## config.mk

```make
export PLATFORM = sky130hd
export DESIGN_NAME = frame_stack
export DESIGN_NICKNAME = d
export VERILOG_FILES = /design/src/rtl/frame_stack_pkg.sv /design/src/rtl/frame_stack_mem.sv /design/src/rtl/frame_stack.sv
export SDC_FILE = /design/constraint.sdc
export NUM_CORES = 2
export LEC_CHECK = 0
export BUFFER_PORTS_ARGS = -buffer_cell sky130_fd_sc_hd__buf_2
export CAP_MARGIN = 20
export CORE_MARGIN = 2
export CORE_UTILIZATION = 60
export DETAILED_ROUTE_END_ITERATION = 6
export PLACE_DENSITY = 0.79
export REMOVE_ABC_BUFFERS = 1
export SETUP_SLACK_MARGIN = 0.2
export SLEW_MARGIN = 20
export SYNTH_ARGS = -nofsm -noshare
export SYNTH_HDL_FRONTEND = slang
export SYNTH_SLANG_ARGS = --single-unit
```

## constraint.sdc

```tcl
create_clock -name clk -period 27.3 [get_ports clk]
set_clock_uncertainty 0.05 [all_clocks]
set_input_delay 5.46 -clock clk [delete_from_list [all_inputs] [get_ports clk]]
set_output_delay 5.46 -clock clk [all_outputs]
set_load 0.02 [all_outputs]
```

## src/rtl/frame_stack_pkg.sv

```systemverilog
// Shared project constants: regfile widths and the register-frame stack sizing.
// Also decodes one cycle's call/ret request into a single stack operation.
package frame_stack_pkg;

  localparam int REG_W    = 32;
  localparam int NUM_REGS = 8;
  localparam int RF_W     = REG_W * NUM_REGS;

  localparam int FRAME_W  = RF_W;
  localparam int DEPTH    = 8;
  localparam int PTR_W    = 4;

  typedef enum logic [2:0] {
    OP_IDLE = 3'd0,
    OP_PUSH = 3'd1,
    OP_POP  = 3'd2,
    OP_OVF  = 3'd3,
    OP_UNF  = 3'd4,
    OP_COL  = 3'd5
  } stack_op_e;

  function automatic stack_op_e decode_op(input logic call, input logic ret,
                                          input logic full, input logic empty);
    stack_op_e op;
    case ({call, ret})
      2'b10:   op = full  ? OP_OVF : OP_PUSH;
      2'b01:   op = empty ? OP_UNF : OP_POP;
      2'b11:   op = OP_COL;
      default: op = OP_IDLE;
    endcase
    return op;
  endfunction

endpackage

```

## src/rtl/frame_stack_mem.sv

```systemverilog
// LIFO frame storage: one synchronous write port, one synchronous read port.
// The array and the read register are deliberately left unreset.
module frame_stack_mem #(
  parameter int FRAME_W = 256,
  parameter int DEPTH   = 8,
  parameter int ADDR_W  = 3
) (
  input  logic               clk,
  input  logic               we,
  input  logic [ADDR_W-1:0]  waddr,
  input  logic [FRAME_W-1:0] wdata,
  input  logic               re,
  input  logic [ADDR_W-1:0]  raddr,
  output logic [FRAME_W-1:0] rdata
);

  logic [FRAME_W-1:0] mem_r [DEPTH];

  // Write port
  always_ff @(posedge clk) begin
    if (we) begin
      mem_r[waddr] <= wdata;
    end
  end

  // Read port; rdata holds until the next read
  always_ff @(posedge clk) begin
    if (re) begin
      rdata <= mem_r[raddr];
    end
  end

endmodule

```

## src/rtl/frame_stack.sv

```systemverilog
// Register-frame stack: call pushes the regfile frame, ret pops it back with a
// one-cycle restore pulse. Misuse sets sticky overflow/underflow/collision flags.
module frame_stack #(
  parameter int FRAME_W = frame_stack_pkg::FRAME_W,
  parameter int DEPTH   = frame_stack_pkg::DEPTH,
  parameter int PTR_W   = frame_stack_pkg::PTR_W
) (
  input  logic               clk,
  input  logic               reset,
  input  logic [FRAME_W-1:0] frameIn,
  input  logic               call,
  input  logic               ret,
  output logic [FRAME_W-1:0] frameOut,
  output logic               restore,
  output logic [PTR_W-1:0]   depth,
  output logic               full,
  output logic               empty,
  output logic               overflow,
  output logic               underflow,
  output logic               collision
);

  import frame_stack_pkg::*;

  localparam int ADDR_W = (DEPTH > 1) ? $clog2(DEPTH) : 1;

  logic [PTR_W-1:0]   sp_r;
  logic [PTR_W-1:0]   sp_m1_s;
  logic               restore_r;
  logic               out_valid_r;
  logic               overflow_r;
  logic               underflow_r;
  logic               collision_r;
  logic               full_s;
  logic               empty_s;
  stack_op_e          op_s;
  logic               push_s;
  logic               pop_s;
  logic               ovf_s;
  logic               unf_s;
  logic               col_s;
  logic [FRAME_W-1:0] rd_data_s;

  assign full_s  = (sp_r == PTR_W'(DEPTH));
  assign empty_s = (sp_r == {PTR_W{1'b0}});
  assign sp_m1_s = sp_r - PTR_W'(1);
  assign op_s    = decode_op(call, ret, full_s, empty_s);

  // One-hot decode of this cycle's stack operation
  always_comb begin
    push_s = 1'b0;
    pop_s  = 1'b0;
    ovf_s  = 1'b0;
    unf_s  = 1'b0;
    col_s  = 1'b0;
    case (op_s)
      OP_PUSH: push_s = 1'b1;
      OP_POP:  pop_s  = 1'b1;
      OP_OVF:  ovf_s  = 1'b1;
      OP_UNF:  unf_s  = 1'b1;
      OP_COL:  col_s  = 1'b1;
      default: push_s = 1'b0;
    endcase
  end

  // Pointer, restore pulse and sticky error flags
  always_ff @(posedge clk or posedge reset) begin
    if (reset) begin
      sp_r        <= {PTR_W{1'b0}};
      restore_r   <= 1'b0;
      out_valid_r <= 1'b0;
      overflow_r  <= 1'b0;
      underflow_r <= 1'b0;
      collision_r <= 1'b0;
    end else begin
      restore_r <= pop_s;
      if (pop_s) begin
        out_valid_r <= 1'b1;
      end
      if (push_s) begin
        sp_r <= sp_r + PTR_W'(1);
      end else if (pop_s) begin
        sp_r <= sp_m1_s;
      end
      overflow_r  <= overflow_r  | ovf_s;
      underflow_r <= underflow_r | unf_s;
      collision_r <= collision_r | col_s;
    end
  end

  // Writes are suppressed while reset is held so a pending call cannot land.
  frame_stack_mem #(
    .FRAME_W (FRAME_W),
    .DEPTH   (DEPTH),
    .ADDR_W  (ADDR_W)
  ) u_mem (
    .clk   (clk),
    .we    (push_s & ~reset),
    .waddr (sp_r[ADDR_W-1:0]),
    .wdata (frameIn),
    .re    (pop_s & ~reset),
    .raddr (sp_m1_s[ADDR_W-1:0]),
    .rdata (rd_data_s)
  );

  assign frameOut  = out_valid_r ? rd_data_s : {FRAME_W{1'b0}};
  assign restore   = restore_r;
  assign depth     = sp_r;
  assign full      = full_s;
  assign empty     = empty_s;
  assign overflow  = overflow_r;
  assign underflow = underflow_r;
  assign collision = collision_r;

endmodule

```

After elaboration in Yosys (flattened, before gate mapping)
Memories as Yosys holds them, arrays and structs flattened. A register that Yosys moved wholly into a read port is not among the register bits.
Index checks and enable logic that the tools add are counted.

cells by class
  mux-type cells = 13
  reductions and logical operators = 2
  equal/unequal tests = 9
  $add $sub $neg = 2
  bitwise gates (word level) = 6

operators with widths
  kind                 count
  $mux 256             1
  $pmux 3 s3           1
  $mux 4               2
  $mux 1               7
  $eq 3x2->1 const B   2
  $eq 3x3->1 const B   2
  $add 4x1->4 const B  1
  $eq 2x2->1 const B   2
  $eq 4x4->1 const B   1
  $logic_not 4->1      1
  $sub 4x1->4 const B  1
  $eq 3x1->1 const B   1
  $mux 3               1
  $or 1x1->1           3
  $and 1x1->1          2
  $eq 2x1->1 const B   1
  $mux 2               1
  $reduce_bool 2->1    1
  $not 1->1            1

word-level totals
  flip-flop bits (word level) = 9
  bits in writable memories = 2,048
  output and inout bits = 266
  memories kept = 1
  bits of input ports = 260
  word-level logic and storage cells = 39

memories
  name         words  bits a word  read ports  clocked after memory_dff  wr ports  RTL line               source
  u_mem.mem_r  8      256          1           1                         1         frame_stack_mem.sv:17  logic [FRAME_W-1:0] mem_r [DEPTH];

Depth between registers and ports, before layout
  word-level depth = 8
  gate-level depth with buffers = 9
  depth with buffers taken out = 5

By module
A second synthesis with hierarchy kept.

unflattened totals
  cells, all modules = 3,574
  area, all modules = 86,890.8 um2

by module, submodules not included
  module           times used  cells an instance  seq. area each (um2)  area each (um2)
  frame_stack_mem  1           3,227              69,186.4              84,602.4
  frame_stack      1           347                225.2                 2,288.4

Worst setup path before layout
Ideal clock, no wire load.

  kind = input -> register
  from = in call
  to = mem u_mem.mem_r[0][0] (enable)
  setup time = 1.185 ns
  path buffers = 2
  arrival time = 23.468 ns
  path slack = 2.597 ns
  required time = 26.065 ns
  cell stages on the path = 5
  cells stage by stage = clkbuf_1 nor2b_1 clkbuf_1 nand3_1 nor3_1

on the way
  cells in the longest elaborated chain, start to end = 7
  elaborated cells between the ends (all ways) = 9

RTL lines
  what                                      RTL line               source
  start: declaration                        frame_stack.sv:11      input logic call,
  $eq 2x2->1 or $eq 2x1->1 (tied branches)  frame_stack_pkg.sv:25  case ({call, ret})
  $pmux 3 s3 *                              frame_stack_pkg.sv:25
  $eq 3x1->1 *                              frame_stack.sv:56      case (op_s)
  $mux 1 *                                  frame_stack.sv:56
  $and 1x1->1 *                             frame_stack.sv:98      .we (push_s & ~reset),
  $mux 1 *                                  frame_stack_mem.sv:21  if (we) begin
  $mux 1 (implied by the code) *            frame_stack_mem.sv:22  mem_r[waddr] <= wdata;
  end: declaration                          frame_stack_mem.sv:17

Mark *: on every way between the ends. The rest lies on a longest branch, timed or not.

Worst setup path in the final report
  from = in call
  to = mem u_mem.mem_r[5][205] (enable)

The elaborated chain is that of the path after synthesis.

==> results.txt <==
The flow ran to the end, and the final reports show no timing, DRC or antenna violations. The initial standard-cell utilization of the core is 0.605. The worst pin sits at a relative slew slack of 0.191. The part of the total power dissipated in sequential elements is 0.417. The number of H-tree branching levels is 4. CTS placed an instance of sky130_fd_sc_hd__clkbuf_16 at the clock tree root. In the final timing run, aggregate negative setup slack is 0 ns. The HPWL after detailed placement is 96200 µm. The pin count of the biggest net entering global routing is 129. The internal power of the cells totals 7.55 mW.

In the final layout, the share of cells above drive strength 1 is 0.386. The number of buffer and inverter stages on the critical path is 4. The synthesis warning total came out at 0. The residual overflow from global routing is 0.

For the pin with the worst max-slew slack, the measured transition is 1.21 ns. For this design the top-level I/O count stands at 526. The kind of critical path is primary input to flop.

sky130_fd_sc_hd__edfxtp_1 takes more of the synthesized area than any other cell. The number of gates resized after CTS came out at 0. In the post-synthesis netlist, the biggest area contributors are sky130_fd_sc_hd__edfxtp_1, sky130_fd_sc_hd__mux4_2, sky130_fd_sc_hd__mux2_2, sky130_fd_sc_hd__and2_1, sky130_fd_sc_hd__buf_6. The count of buffers added on input and output ports is 525. The pre-antenna-repair detailed-routing pass consisted of 5 iterations.

The arrival time of data at the critical path endpoint is 9.41 ns. The number of nets with antenna violations after detailed routing came out at 0. The number of endpoints failing setup at the final stage is 0. The cell that appears most often on the critical path is sky130_fd_sc_hd__buf_4. The power dissipated by switching net loads came out at 2.90 mW.

The number of endpoints with negative hold slack in the final report came out at 0. The register bit total from synthesis is 2313. The initial antenna violation count is 87.

The deepest clock path buffer count came out at 3. For this run, the post-layout net count is 4460. The floorplan die area is 0.148 mm².

Of the total power, the clock network draws 0.295. The total area of multi-input combinational cells is 0.0165 mm². The total of hold buffers inserted after clock tree synthesis is 0. The fraction of synthesized cell area taken by the top area cell type came out at 0.795. Walking the worst path, the cells encountered are buf_2, nor2b_1, nand3_1, nor2_4, buf_4, buf_4, buf_4.

The via density per instance came out at 6.19. From bottom edge to top edge, the die measures 385 µm. Max-cap violations in this run came to 0. The average cell area after synthesis came out at 24.4 µm². The clock sink count came out at 2313. Data on the critical path is required at its endpoint by 27.70 ns. The netlist uses 37 different library cells. The total wirelength of the detailed-routed design is 181000 µm. The clock tree from TritonCTS is built. The worst slack on hold paths came out at 0.404 ns.

After detailed routing, the average wire length per cell comes to 28.7 µm. The number of pins exceeding their max-slew limit in the final report is 0. The congestion estimate from routability-driven global placement came to 0.761.

The worst-case setup slack after placement came out at 17.47 ns. The switching share of power came out at 0.278. Among cell families on the critical path, the largest total delay comes from buffers and inverters. The synthesized instance count came out at 3571. Setup repair after global routing left no endpoint under its margin.

The final worst slack came out at 18.29 ns. The die outline width came out at 385 µm. The number of clock buffers added by TritonCTS is 215. The sequential cell area fraction in the yosys report is 0.798. The power per cell area came out at 106 mW/mm². The global-route wire length before repair came out at 264000 µm. Leaving out fill and tap cells, the most frequent cell in the layout is sky130_fd_sc_hd__edfxtp_1. The count of cells in the finished layout, fillers not included, comes to 6317. The number of filler instances in the final layout is 8221. The sequential cells in the finished layout cover a total of 0.0694 mm².

The leakage power came out at 31.9 nW. The library cells used most frequently in the layout, excluding fill and tap cells, are sky130_fd_sc_hd__edfxtp_1, sky130_fd_sc_hd__buf_2, sky130_fd_sc_hd__mux4_2. The clock latency on the worst-skew pair is 0.85 ns.

The final period utilization is 0.330. The area overhead of the layout relative to synthesis came out at 13.7%. The maximum achievable frequency came out at 111 MHz. The worst IR drop on VDD is 110 µV. The core footprint came out at 0.144 mm².

Clock-pin slew was measured on the worst setup and hold paths at 0.06 ns. The initial detailed-routing violation count came out at 4750. The number of instances in the placed design is 5884.

The largest incremental delay on the critical path came out at 0.89 ns. The summed instance area of the synthesized netlist is 0.0870 mm². The kind of end point of the critical path is a flop. The worst path in the final design needs a cycle of 9.01 ns, including I/O delays and setup. The total DRC errors in the routed layout is 0. The total setup buffers inserted after CTS came out at 0. In the global route stage, overall resource usage came out at 0.246. The tightest min-delay check is of the flop to flop type.

The kind of start point of the critical path is a primary input. The number of global-route vias before repair is 39.8k. The number of cell rows came out at 139. The combinational cell fraction of total power is 0.289. The number of vias after detailed routing came out at 39.1k.

The largest fanout of any net on the critical path came out at 60. The slowest cell on the critical path is sky130_fd_sc_hd__buf_4.
==> worst register-to-register path, delay by kind of cell, from the launching register on <==
kind / cells / cell delay, ns
buffers and inverters: 5 / 3.45
adders and majority gates: 1 / 0.79
DFF: 1 / 0.90
muxes: 2 / 0.86
==> cells by family after synthesis <==
| family | share of synthesized area |
|---|---|
| adder cells (fa/ha/maj) | 0.000288 |
| multiplexers | 0.166 |
| XOR/XNOR | 0.000489 |
| flip-flops | 0.798 |
| AO/OA/AOI/OAI | 0.00122 |
| buffers and inverters | 0.0138 |
| AND/OR/NAND/NOR | 0.0203 |
==> final cells by class <==
| cell class | count | share of cell area |
|---|---|---|
| Inverter | 4 | 0.000152 |
| Clock inverter | 142 | 0.0165 |
| Sequential cell | 2313 | 0.702 |
| Clock buffer | 260 | 0.0576 |
| Timing Repair Buffer | 588 | 0.0322 |
| Antenna cell | 31 | 0.000785 |
| Multi-Input combinational cell | 1076 | 0.166 |
| Tap cell | 1903 | 0.0241 |
==> state kept, by name, summed over array words and instances, names as in the netlist <==
register	cells
collision	1
overflow	1
u_mem.mem_r	2048
depth	4
underflow	1
restore	1
u_mem.rdata	256
out_valid_r	1
==> layer usage <==
metal	share of wire	vias to the layer above	global-route usage
met1	0.39	20518	0.349
met2	0.49	1902	0.384
li1	-	16264	-
met4	0.023	78	0.0802
met5	0.0026	-	0
met3	0.090	338	0.0608
==> power by group through the flow <==
stage,Combinational [mW],Sequential [mW],Clock [mW]
final,3.02,4.36,3.08
after CTS,3.07,4.36,3.12
after floorplan,3.96,4.67,0
after detailed placement,3.02,4.43,0
after global placement,2.99,4.42,0
after global routing,3.20,4.37,3.25
==> synth_stat cells, drive strengths merged <==
cell type and number:
a211oi 1, a21o 3, a21oi 3, a221oi 1, a2bb2oi 1, a311oi 1
a32o 1, and2 257, buf 122, clkbuf 56, dfrtp 9, edfxtp 2304
ha 2, inv 4, mux2 256, mux2i 2, mux4 512, nand2 3
nand2b 2, nand3 2, nand4b 1, nor2 8, nor2b 3, nor3 3
nor3b 2, nor4b 1, nor4bb 2, o21ai 1, o21bai 1, o22ai 2
or2 1, xnor2 2, xor2 2
==> path summary, 6_finish.rpt <==
check	from	to	slack, ns	depth (start not counted)
worst max-delay path	call	u_mem.mem_r[5][205]	18.29	7
worst min-delay path	collision	collision	0.40	1
worst max register to register	depth[0]	u_mem.rdata[209]	21.00	8
worst min register to register	collision	collision	0.40	1
max in group asynchronous	reset	out_valid_r	22.30	2
min in group asynchronous	reset	depth[0]	4.58	2
==> per-stage QoR <==
stage,utilization,power [mW],cell area [µm²]
final,0.687,10.5,98900
after detailed placement,0.636,7.44,91400
after floorplan,-,8.63,85800
after global placement,0.636,7.41,91400
after global routing,0.687,10.8,98800
after CTS,0.687,10.5,98800
(Power assumes the default switching activity.)
